==> src/rtl/serial_add_seq.sv <==
// serial_add_seq: bit-serial addition sequencer wrapped around an external
// 1-bit full-adder cell. It feeds one operand bit pair per cycle, LSB first,
// and keeps the running carry in a flip-flop. It also collects the sum bits,
// then reports the result, carry and signed overflow with a one-cycle done pulse.
// Ports:
//   clk, rst_n            clock, asynchronous active-low reset
//   start, op_a, op_b,    new request plus operands, sampled in IDLE only
//   cin_init
//   fa_a, fa_b, fa_cin    bit pair and running carry to the full adder
//   fa_sum, fa_cout       full-adder outputs
//   busy, done            activity flag and one-cycle completion pulse
//   result, carry_out,    sum, final carry and signed overflow
//   overflow
module serial_add_seq #(
  parameter int unsigned WIDTH = 8
) (
  input  logic             clk,
  input  logic             rst_n,
  input  logic             start,
  input  logic [WIDTH-1:0] op_a,
  input  logic [WIDTH-1:0] op_b,
  input  logic             cin_init,
  output logic             fa_a,
  output logic             fa_b,
  output logic             fa_cin,
  input  logic             fa_sum,
  input  logic             fa_cout,
  output logic             busy,
  output logic             done,
  output logic [WIDTH-1:0] result,
  output logic             carry_out,
  output logic             overflow
);

  localparam int unsigned CNT_W = (WIDTH > 1) ? $clog2(WIDTH) : 1;

  typedef enum logic [1:0] {
    S_IDLE = 2'd0,
    S_RUN  = 2'd1,
    S_DONE = 2'd2
  } state_e;

  state_e             state_q, state_d;
  logic [WIDTH-1:0]   sh_a_q, sh_a_d;
  logic [WIDTH-1:0]   sh_b_q, sh_b_d;
  logic               carry_q, carry_d;
  logic [CNT_W-1:0]   cnt_q, cnt_d;
  logic [WIDTH-1:0]   result_q, result_d;
  logic               ovf_q, ovf_d;
  logic               busy_q, busy_d;
  logic               done_q, done_d;

  // State and datapath registers
  always_ff @(posedge clk or negedge rst_n) begin
    if (!rst_n) begin
      state_q  <= S_IDLE;
      sh_a_q   <= '0;
      sh_b_q   <= '0;
      carry_q  <= 1'b0;
      cnt_q    <= '0;
      result_q <= '0;
      ovf_q    <= 1'b0;
      busy_q   <= 1'b0;
      done_q   <= 1'b0;
    end else begin
      state_q  <= state_d;
      sh_a_q   <= sh_a_d;
      sh_b_q   <= sh_b_d;
      carry_q  <= carry_d;
      cnt_q    <= cnt_d;
      result_q <= result_d;
      ovf_q    <= ovf_d;
      busy_q   <= busy_d;
      done_q   <= done_d;
    end
  end

  // Next-state and datapath update
  always_comb begin
    state_d  = state_q;
    sh_a_d   = sh_a_q;
    sh_b_d   = sh_b_q;
    carry_d  = carry_q;
    cnt_d    = cnt_q;
    result_d = result_q;
    ovf_d    = ovf_q;

    case (state_q)
      S_IDLE: begin
        if (start) begin
          sh_a_d   = op_a;
          sh_b_d   = op_b;
          carry_d  = cin_init;
          cnt_d    = '0;
          result_d = '0;
          ovf_d    = 1'b0;
          state_d  = S_RUN;
        end
      end
      S_RUN: begin
        // Sum bits enter at the MSB so the LSB lands at bit 0 after WIDTH shifts
        result_d = {fa_sum, result_q[WIDTH-1:1]};
        carry_d  = fa_cout;
        sh_a_d   = {1'b0, sh_a_q[WIDTH-1:1]};
        sh_b_d   = {1'b0, sh_b_q[WIDTH-1:1]};
        cnt_d    = cnt_q + CNT_W'(1);
        if (cnt_q == CNT_W'(WIDTH - 1)) begin
          // Signed overflow: carry into the MSB differs from carry out of it
          ovf_d   = carry_q ^ fa_cout;
          cnt_d   = '0;
          state_d = S_DONE;
        end
      end
      S_DONE: begin
        state_d = S_IDLE;
      end
      default: begin
        state_d = S_IDLE;
      end
    endcase
  end

  // Status flags registered from the next state so they line up with it
  always_comb begin
    busy_d = (state_d != S_IDLE);
    done_d = (state_d == S_DONE);
  end

  // Adder inputs are forced low outside RUN so the cell sees no activity
  assign fa_a      = (state_q == S_RUN) & sh_a_q[0];
  assign fa_b      = (state_q == S_RUN) & sh_b_q[0];
  assign fa_cin    = (state_q == S_RUN) & carry_q;

  assign busy      = busy_q;
  assign done      = done_q;
  assign result    = result_q;
  assign carry_out = carry_q;
  assign overflow  = ovf_q;

endmodule

==> config.mk <==
export PLATFORM = sky130hd
export DESIGN_NAME = serial_add_seq
export DESIGN_NICKNAME = d
export VERILOG_FILES = /design/src/rtl/serial_add_seq.sv
export SDC_FILE = /design/constraint.sdc
export NUM_CORES = 1
export LEC_CHECK = 0
export CAP_MARGIN = 40
export CORE_MARGIN = 1
export CORE_UTILIZATION = 46
export DETAILED_ROUTE_END_ITERATION = 10
export PLACE_DENSITY_LB_ADDON = 0.3
export SKIP_CTS_REPAIR_TIMING = 1
export SYNTH_ARGS = -nofsm -noshare
export SYNTH_HDL_FRONTEND = slang
export SYNTH_SLANG_ARGS = --single-unit
==> constraint.sdc <==
create_clock -name clk -period 1.4 [get_ports clk]
set_input_delay 0.14 -clock clk [delete_from_list [all_inputs] [get_ports clk]]
set_output_delay 0.14 -clock clk [all_outputs]
set_load 0.1 [all_outputs]
After elaboration in Yosys (flattened, before gate mapping)
Index checks and enable logic that the tools add are counted.
- $add $sub $neg: 1
- equal/unequal tests: 5
- reductions and logical operators: 5
- mux-type cells: 17
- bitwise operators: 4
- operator list (kind ; count):
    8-bit case mux with 2 select lines ; 3
    8-bit two-way mux ; 3
    3-bit two-way mux ; 2
    3-bit case mux with 2 select lines ; 1
    2-bit two-way mux ; 2
    2-bit inequality test, second input constant ; 2
    1-bit case mux with 2 select lines ; 2
    2-bit case mux with 2 select lines ; 1
    2-bit nonzero test ; 2
    3-bit by 1-bit adder with 3-bit output, second input constant ; 1
    1-bit AND ; 3
    3-bit equality test, second input constant ; 1
    1-bit two-way mux ; 3
    3-bit AND reduction ; 1
    2-bit by 1-bit equality test with 1-bit output, second input constant ; 1
    2-bit equality test, second input constant ; 1
    2-bit logical NOT ; 1
    2-bit AND reduction ; 1
    1-bit XOR ; 1
- register bits: 33

Depth between registers and ports, before layout
- depth after elaboration: 4
- depth in mapped cells: 5

Worst setup path after synthesis
Ideal clock, no wire load.
- kind: register -> output
- start point: register carry_q (netlist: carry_out)
- end point: output fa_cin
- arrival time: 1.821 ns
- data required time: 1.260 ns
- path buffers: 0
- cell stages (with the launch flop): 2
- slack: -0.561 ns
- cells stage by stage: dfrtp_1 > and2_1
- word-level cells in the longest chain between the ends: 1
- RTL lines (element ; line ; text):
    start, declared ; 46 ; logic carry_q, carry_d;
    start signal, assigned ; 69 ; carry_q <= carry_d;
    1-bit AND ; 132 ; assign fa_cin = (state_q == S_RUN) & carry_q;
    end, declared ; 25 ; output logic fa_cin,
No other way between the ends.

Worst setup path after layout
- start point: register state_q[1]
- end point: output fa_cin
- word-level cells in the longest chain between the ends: 2
- RTL lines (element ; line ; text):
    start, declared ; 43 ; state_e state_q, state_d;
    start signal, assigned ; 66 ; state_q <= state_d;
    2-bit by 1-bit equality test with 1-bit output ; 132 ;
    1-bit AND ; 132 ;
No other way between the ends.

==> flow_metrics.py <==
metrics = {
    "die": {
        "die_w_um": 60.61,
        "start_util_pct": 50.12,
        "die_area_um2": 3674,
        "rows": 20,
        "die_h_um": 60.61,
        "core_um2": 3153,
        "pin_count": 37,
    },
    "pwr": {
        "pwr-share-seq_pct": 30.6,
        "swShare_pct": 48.51,
        "power.density_nw_per_um2": 2504,
        "p_switching_uw": 2722,
        "power.internal_uw": 2889,
        "ir_drop_mv": 1.523,
        "power.share.clock_pct": 8.9,
        "pwr-share-comb_pct": 60.5,
        "leakagePower_uw": 0.0009580,
    },
    "logic_synthesis": {
        "ys_ff_latch": 33,
        "synth_fp_nets": 167,
        "yosysSeqAreaShare_pct": 52.26,
        "ys.flop_type": "dfrtp_1",
        "synth_edf_count": 0,
        "yosysTopAreaCell": "dfrtp_1",
        "synth_top_area_share_pct": 52.26,
        "yosys_warnings": 0,
        "syn-cell-area_um2": 1580,
        "synthArstFlopShare_pct": 100.0,
        "synth.most_common_cell": "dfrtp_1",
        "syn_inst": 143,
        "synthTopCellsByCount": "dfrtp_1 (33), nor2b_1 (18), o21ai_1 (18)",
        "yosysUniqueCellTypes": 22,
        "avgSynthCellArea_um2": 11.05,
        "ys_top_cells_by_area": "dfrtp_1 (52%), a22oi_1 (7.1%), nor2b_1 (7.1%), a22o_1 (6.1%), o21ai_1 (5.7%)",
    },
    "clock_tree": {
        "cts_htree_levels": 2,
        "path_clk_slew_ps": 100,
        "cts_tree": "yes",
        "clk_latency_ps": 330,
        "clock-root-buffer": "clkbuf_4",
        "cts.sinks": 33,
        "cts_buffer_depth": 2,
        "cts_buffers": 5,
    },
    "sta": {
        "rsz0062_at_grt": "yes",
        "period_share_pct": 107.4,
        "slew_viol_final": 0,
        "hold_viol_final": 0,
        "setup_viol": 3,
        "whs_ps": 174.3,
        "maxSlewHeadroom_pct": 76.72,
        "skew_ps": 7.338,
        "period_needed_ps": 1504,
        "setup_ws_ps": -103.5,
        "worst_pin_slew_ps": 348.2,
        "fmax_mhz": 665.1,
    },
    "placed_design": {
        "dp_hpwl_um": 2415,
        "io_buffers": 36,
        "dpl_worst_slack_ps": 58.06,
        "gp_congestion": 0.7925,
    },
    "setup_path": {
        "reg2regPathDepth": 4,
        "reg2reg_to": "overflow",
        "path_delay_family": "flip-flops",
        "rrSetupSlack_ps": 180,
        "cp_data_required_time_ps": 1260,
        "path_depth": 3,
        "cp.arrival_ps": 1360,
        "rr_startpoint": "state_q[1]",
        "critPathBufInv": 1,
        "critPathLaunch": "state_q[1]",
        "endpoint_kind": "primary output",
        "cp_slowest_cell": "dfrtp_1",
        "cp_cell_sequence": "nor2b_4 > and2_4 > buf_12",
        "setup.worst_path.start_class": "flop",
        "slowest_delay_ps": 440,
        "cp_max_fo": 7,
        "path_class": "flop to primary output",
    },
    "grt": {
        "antenna_found_initial": 0,
        "grt.total_usage_pct": 21.99,
        "grt_overflow": 0,
        "grt_pass1_wl_um": 5754,
        "grt_max_degree": 34,
        "grt_pass1_vias": 1238,
    },
    "route": {
        "wire_per_inst_um": 15.07,
        "drc_errors": 0,
        "wirelength_um": 3452,
        "ant_nets": 0,
        "routed_via_density": 5.472,
        "dr.pass1.iters": 4,
        "vias": 1253,
        "drt_iter0_drc": 84,
    },
    "final_layout": {
        "fillerInstances": 237,
        "area_growth_pct": 41.81,
        "multi_input_area_um2": 676.9,
        "regArea_um2": 827.0,
        "antennaDiodeCount": 0,
        "nets": 208,
        "drive_gt1_share_pct": 26.49,
    },
    "run_status": {
        "status": "complete, but fails checks",
        "violations": "negative setup slack",
    },
    "run": {
        "cap_violations": 0,
    },
    "min_path": {
        "hold_class": "input pin to asynchronous set/reset pin",
    },
}
## layout make-up
class | instances | area share [%]
clock buffer | 6 | 1.843
clock inverter | 2 | 0.4467
inverter | 2 | 0.3350
multi-input combinational | 96 | 30.21
sequential | 33 | 36.91
tap | 44 | 2.457
timing repair buffer | 46 | 27.81
## layer usage
metal	routed length [um]	global-route usage, %
met1	1469	28.79
met2	1743	33.91
met3	186	4.904
met4	53	12.34
met5	0	0
## logic make-up after synthesis
logic type	Yosys count	synth area share, %
XOR/XNOR	1	0.5543
flip-flops	33	52.26
adder cells (fa/ha/maj)	2	1.583
AO/OA/AOI/OAI	64	28.74
buffers and inverters	14	5.700
AND/OR/NAND/NOR	29	11.16
## per-stage QoR
| stage | instances | instance area (um^2) | total power, uW | setup TNS [ps] | utilization [%] |
|---|---|---|---|---|---|
| 2_1_floorplan | 143 | 1585 | 3842 | -3.530 | - |
| 5_1_grt | 229 | 2241 | 5884 | -550.6 | 71.07 |
| 3_5_place_dp | 219 | 2166 | 5051 | 0 | 68.69 |
| 6_report | 229 | 2241 | 5611 | -303.1 | 71.07 |
| 4_1_cts | 227 | 2217 | 5558 | -769.7 | 70.32 |
| 3_3_place_gp | 219 | 2166 | 4942 | 0 | 68.69 |
## layout by cell type (no fill, tap or decap), types with 3 or more instances in the layout
cell / n
a21oi_1: 8
a21oi_2: 10
a22o_1: 11
a22oi_1: 15
and2_4: 3
buf_12: 18
buf_4: 7
clkbuf_4: 5
clkdlybuf4s50_1: 21
dfrtp_1: 32
nor2b_1: 18
o21ai_1: 18
## registers in the layout, indices dropped and copies added (netlist names)
name       flops
state_q        2
sh_a_q         8
busy           1
sh_b_q         8
carry_out      1
done           1
cnt_q          3
overflow       1
result         8
## worst max-delay path by stage
| stage | to | slack [ps] |
|---|---|---|
| 3_3_place_gp | sh_b_q[3] | 100 |
| 3_5_place_dp | sh_a_q[0] | 60 |
| 6_report | fa_cin | -100 |
| 5_1_grt | fa_a | -180 |
| 2_1_floorplan | fa_cin | -4 |
| 4_1_cts | fa_a | -260 |
## power groups by stage
stage	clock [uW]	sequential [uW]	combinational (uW)
6_report	498	1720	3400
5_1_grt	562	1750	3570
4_1_cts	518	1700	3340
3_5_place_dp	0	1720	3330
3_3_place_gp	0	1680	3260
2_1_floorplan	0	2540	1300
Note: power is estimated with default switching activity, not from simulation.
